File: config.mk
export PLATFORM = sky130hd
export DESIGN_NAME = onehot_pulse_decoder
export DESIGN_NICKNAME = d
export VERILOG_FILES = /design/src/rtl/decoder_pkg.sv /design/src/rtl/hold_counter.sv /design/src/rtl/onehot_pulse_decoder.sv
export SDC_FILE = /design/constraint.sdc
export NUM_CORES = 1
export LEC_CHECK = 0
export CAP_MARGIN = 40
export CELL_PAD_IN_SITES_DETAIL_PLACEMENT = 0
export CELL_PAD_IN_SITES_GLOBAL_PLACEMENT = 1
export CORE_ASPECT_RATIO = 1.2
export CORE_MARGIN = 5
export CORE_UTILIZATION = 35
export DETAILED_ROUTE_END_ITERATION = 8
export PLACE_DENSITY = 0.84
export SLEW_MARGIN = 20
export SYNTH_ARGS = -nofsm -noshare
export SYNTH_HDL_FRONTEND = slang
export SYNTH_HIERARCHICAL = 1
export SYNTH_SLANG_ARGS = --single-unit
File: constraint.sdc
create_clock -name clk -period 1.9 [get_ports clk]
set_input_delay 0.38 -clock clk [delete_from_list [all_inputs] [get_ports clk]]
set_output_delay 0.38 -clock clk [all_outputs]
set_load 0.01 [all_outputs]
File: src/rtl/decoder_pkg.sv
// decoder_pkg: shared types, widths and one-hot helper for the pulse decoder
package decoder_pkg;
  typedef enum logic [1:0] {IDLE, HOLD, GAP} state_e;
  localparam int CODE_W = 2;
  localparam int ONEHOT_W = 4;
  function automatic logic [ONEHOT_W-1:0] onehot_of(input logic [CODE_W-1:0] c);
    return ONEHOT_W'(1) << c;
  endfunction
endpackage

File: src/rtl/hold_counter.sv
// hold_counter: loadable down-counter with zero flag, shared by hold and gap periods
module hold_counter #(
  parameter int CNT_W = 4
) (
  input  logic             clk,
  input  logic             rst,
  input  logic             load_i,
  input  logic             dec_i,
  input  logic [CNT_W-1:0] val_i,
  output logic             zero_o
);
  logic [CNT_W-1:0] count_q, count_d;
  always_comb count_d = load_i ? val_i : dec_i ? count_q - 1'b1 : count_q;
  always_ff @(posedge clk or posedge rst) begin
    if (rst) count_q <= '0;
    else count_q <= count_d;
  end
  assign zero_o = (count_q == '0);
endmodule

File: src/rtl/onehot_pulse_decoder.sv
// onehot_pulse_decoder: accepts a 2-bit code and drives its one-hot strobe
// for HOLD_CYCLES cycles, followed by GAP_CYCLES forced-zero cycles
module onehot_pulse_decoder import decoder_pkg::*; #(
  parameter int HOLD_CYCLES = 4,
  parameter int GAP_CYCLES  = 1,
  parameter int CNT_W       = 4
) (
  input  logic                clk,
  input  logic                rst,
  input  logic                en,
  input  logic                in_valid,
  input  logic [CODE_W-1:0]   code,
  output logic                in_ready,
  output logic [ONEHOT_W-1:0] d_out,
  output logic                out_active,
  output logic [7:0]          decode_count
);
  state_e state_q, state_d;
  logic [ONEHOT_W-1:0] d_q, d_d;
  logic [7:0] cnt_q, cnt_d;
  logic load, dec, zero;
  logic [CNT_W-1:0] load_val;
  assign in_ready = (state_q == IDLE) & en & ~rst;
  hold_counter #(.CNT_W(CNT_W)) u_cnt (
    .clk(clk), .rst(rst), .load_i(load), .dec_i(dec), .val_i(load_val), .zero_o(zero)
  );
  always_comb begin
    state_d  = state_q;
    d_d      = d_q;
    cnt_d    = cnt_q;
    load     = 1'b0;
    dec      = 1'b0;
    load_val = CNT_W'(HOLD_CYCLES - 1);
    unique case (state_q)
      IDLE: if (in_valid && in_ready) begin
        d_d     = onehot_of(code);
        cnt_d   = cnt_q + 8'd1;
        load    = 1'b1;
        state_d = HOLD;
      end
      HOLD: if (!en) begin
        d_d     = '0;
        state_d = IDLE;
      end else if (zero) begin
        d_d      = '0;
        load     = GAP_CYCLES > 0;
        load_val = CNT_W'(GAP_CYCLES - 1);
        state_d  = GAP_CYCLES > 0 ? GAP : IDLE;
      end else dec = 1'b1;
      GAP: if (!en || zero) state_d = IDLE;
           else dec = 1'b1;
      default: state_d = IDLE;
    endcase
  end
  always_ff @(posedge clk or posedge rst) begin
    if (rst) begin
      state_q <= IDLE;
      d_q     <= '0;
      cnt_q   <= '0;
    end else begin
      state_q <= state_d;
      d_q     <= d_d;
      cnt_q   <= cnt_d;
    end
  end
  assign d_out        = d_q;
  assign out_active   = |d_q;
  assign decode_count = cnt_q;
endmodule
==> impl_results.md <==
* Vias in the first global route at 831
* Arr. time, crit path at 1.44 ns
* CTS tree: done
* Layout cell share with drive strength beyond 1 at 0.222
* Post-DP HPWL at 1760 um
* Max-cap violations at 0
* Worst-path cell chain: or4_1 -> clkdlybuf4s15_1
* Cells after Synth at 97
* Max Clock Freq at 551 MHz
* Hold buffers post-CTS at 0
* Initial DRC count at 16
* Worst EP required at 1.52 ns
* Post-route antenna net violation count at 0
* CP max stage delay at 0.51 ns
* Outcome: finished clean
* Slew HR at 0.658
* Final WL at 2120 um
* Kind of end point of the critical path: output port
* Reg clk slew, reported paths at 0.11 ns
* IO Port Bufs at 19
* Clock skew at 0.00805 ns
* Area of the core at 2790 um2
* Tightest Hold Check Type: input port to async pin
* Worst Tran Pin Value at 0.512 ns
* Family with the most delay on the worst path: simple AND/OR/NAND/NOR gates
* Rows at 21
* Drt first pass iters at 4
* Final Setup Violations at 0
* Routed len/inst at 12.5 um
* Tot Pwr at 1.60 mW
* Vias/cell at 4.89
* Crit-path slowest cell: or4_1
* Initial Util at 0.364
* Grt ovf at 0
* Unique masters post-synth at 34
* Hold Violations, Final at 0
* Minimum clock period at 1.82 ns
* CTS max path bufs at 2
* Period utilization at 0.956
* Post-route DRC violation count at 0
* Via count at 827
* Seq/Total Area, Yosys at 0.444
* Worst Path Max Fanout at 3
* Max-slew violations at 0
* # IOs at 20
* # nets final at 147
* Syn. warnings at 6
* Die ar. at 4080 um2
* Commonest non-fill, non-tap cell in the layout: dfrtp_1
* Yosys reg bits at 18
* Crit path buffers/inverters at 1
* Final worst setup slack at 0.0841 ns
* Setup CP Type: flip-flop to output port
* First-pass GRT wire length at 3410 um
* Pwr Density at 1140 nW/um2
* Clock Sinks at 18
* CTS Root Cell: clkbuf_4
* CTS HTree Levels at 1
* Gr usage total at 0.113
* Largest net degree at the start of global routing at 15
* Peak supply drop at 422 uV
* Clk Latency, worst-skew pair at 0.29 ns
* Ant diodes at 0
* Layout Area Growth over Synthesis at 38.4%
* Die height at 68.9 um
* CP Launch Type: flip-flop
* Initial antenna violation count at 0
* LEAKAGE at 0.675 nW
* RD Place Congestion at 0.809
* Num CTS Buffers at 3
* Commonest cells after routing, fill and taps aside: dfrtp_1 (18), clkdlybuf4s50_1 (17), nand2_1 (16)
* Synthesized area at 1010 um2
* Die Wd at 59.1 um
* Pre-CTS WS at -0.102 ns
* Syn_area_per_cell at 10.4 um2
==> layout make-up <==
cell class              instances  area, um2
well taps                      34       42.5
flip-flops and latches         18        450
fillers                       274       1380
multi-input cells              70        542
repair buffers                 33        294
clock buffers                   4       36.3
inverters                      10       37.5
==> state kept, by name, summed over array words and instances, names as in the netlist <==
name,count
d_out,4
decode_count,8
u_cnt/count_q,4
state_q,2
==> logic make-up after synthesis <==
family                   count (synthesis)  share of synthesized area
flip-flops                              18                      0.444
other                                    1                    0.00370
AND/OR/NAND/NOR                         38                      0.259
buffers and inverters                   10                     0.0370
multiplexers                             1                     0.0111
AO/OA/AOI/OAI                           14                     0.0963
adder cells (fa/ha/maj)                  5                     0.0617
XOR/XNOR                                10                     0.0864
==> tightest hold or removal path, stage by stage <==
cell and delay [ns]:
clkdlybuf4s50_1 0.43, buf_4 0.16, inv_1 0.13
==> Yosys cell counts (all sizes together) <==
cell	n	area, um2
dfrtp	18	450
nand2	16	60.1
inv	10	37.5
xor2	7	61.3
o21ai	6	30.0
ha	5	62.6
a31o	4	35.0
nor3	4	20.0
nor4b	3	47.5
xnor2	3	26.3
nor4	2	27.5
a21o	1	8.76
a21oi	1	5.00
a32oi	1	8.76
and3	1	6.26
and4	1	8.76
and4b	1	10.0
conb	1	3.75
mux2	1	11.3
nand2b	1	6.26
nand3	1	5.00
nand3b	1	11.3
nand4	1	6.26
nand4b	1	15.0
nor2b	1	6.26
nor3b	1	7.51
o2bb2a	1	10.0
or2	1	6.26
or3	1	11.3
or4	1	7.51
==> where the power goes <==
| group | internal, mW | total [mW] | switching, mW |
|---|---|---|---|
| Clock | 0.117 | 0.236 | 0.119 |
| Sequential | 0.501 | 0.611 | 0.110 |
| Combinational | 0.407 | 0.757 | 0.350 |
| Total | 1.02 | 1.60 | 0.579 |
==> per-stage QoR <==
stage	instance area (um2)	std cells	TNS, ns	hold WS, ns	util
final	1400	169	0	0.442	0.504
after floorplan	1020	98	0	0.146	-
after CTS	1400	169	0	0.440	0.501
after global routing	1400	169	-0.00364	0.446	0.504
after global placement	1360	165	-0.123	0.456	0.488
after detailed placement	1360	165	-0.160	0.457	0.488
==> path summary, 6_finish.rpt <==
path / depth (start not counted) / slack [ns] / start / endpoint
max in group asynchronous: 3 / 0.96 / rst / d_out[1]
setup / recovery: 2 / 0.08 / d_out[1] / out_active
setup reg to reg: 6 / 0.10 / state_q[0] / u_cnt/count_q[3]
min in group clk: 1 / 0.47 / decode_count[7] / decode_count[7]
hold reg to reg: 1 / 0.47 / decode_count[7] / decode_count[7]
hold / removal: 3 / 0.44 / rst / u_cnt/count_q[3]
==> timing repair <==
action / CTS / global route
hold endpoints to repair: 0 / 0
gates resized for setup: 3 / 2
setup endpoints to repair: 2 / 3
buffers inserted: 0 / 0
pin swaps: 0 / 2
==> per-layer routing <==
metal / vias up / GRT usage / routed length (um)
met5: - / 0 / 0
met4: 0 / 0.0510 / 13
met3: 2 / 0.0298 / 99
met2: 14 / 0.217 / 1150
met1: 397 / 0.112 / 859
li1: 414 / - / -
No activity file was read; power rests on OpenSTA's default activity.
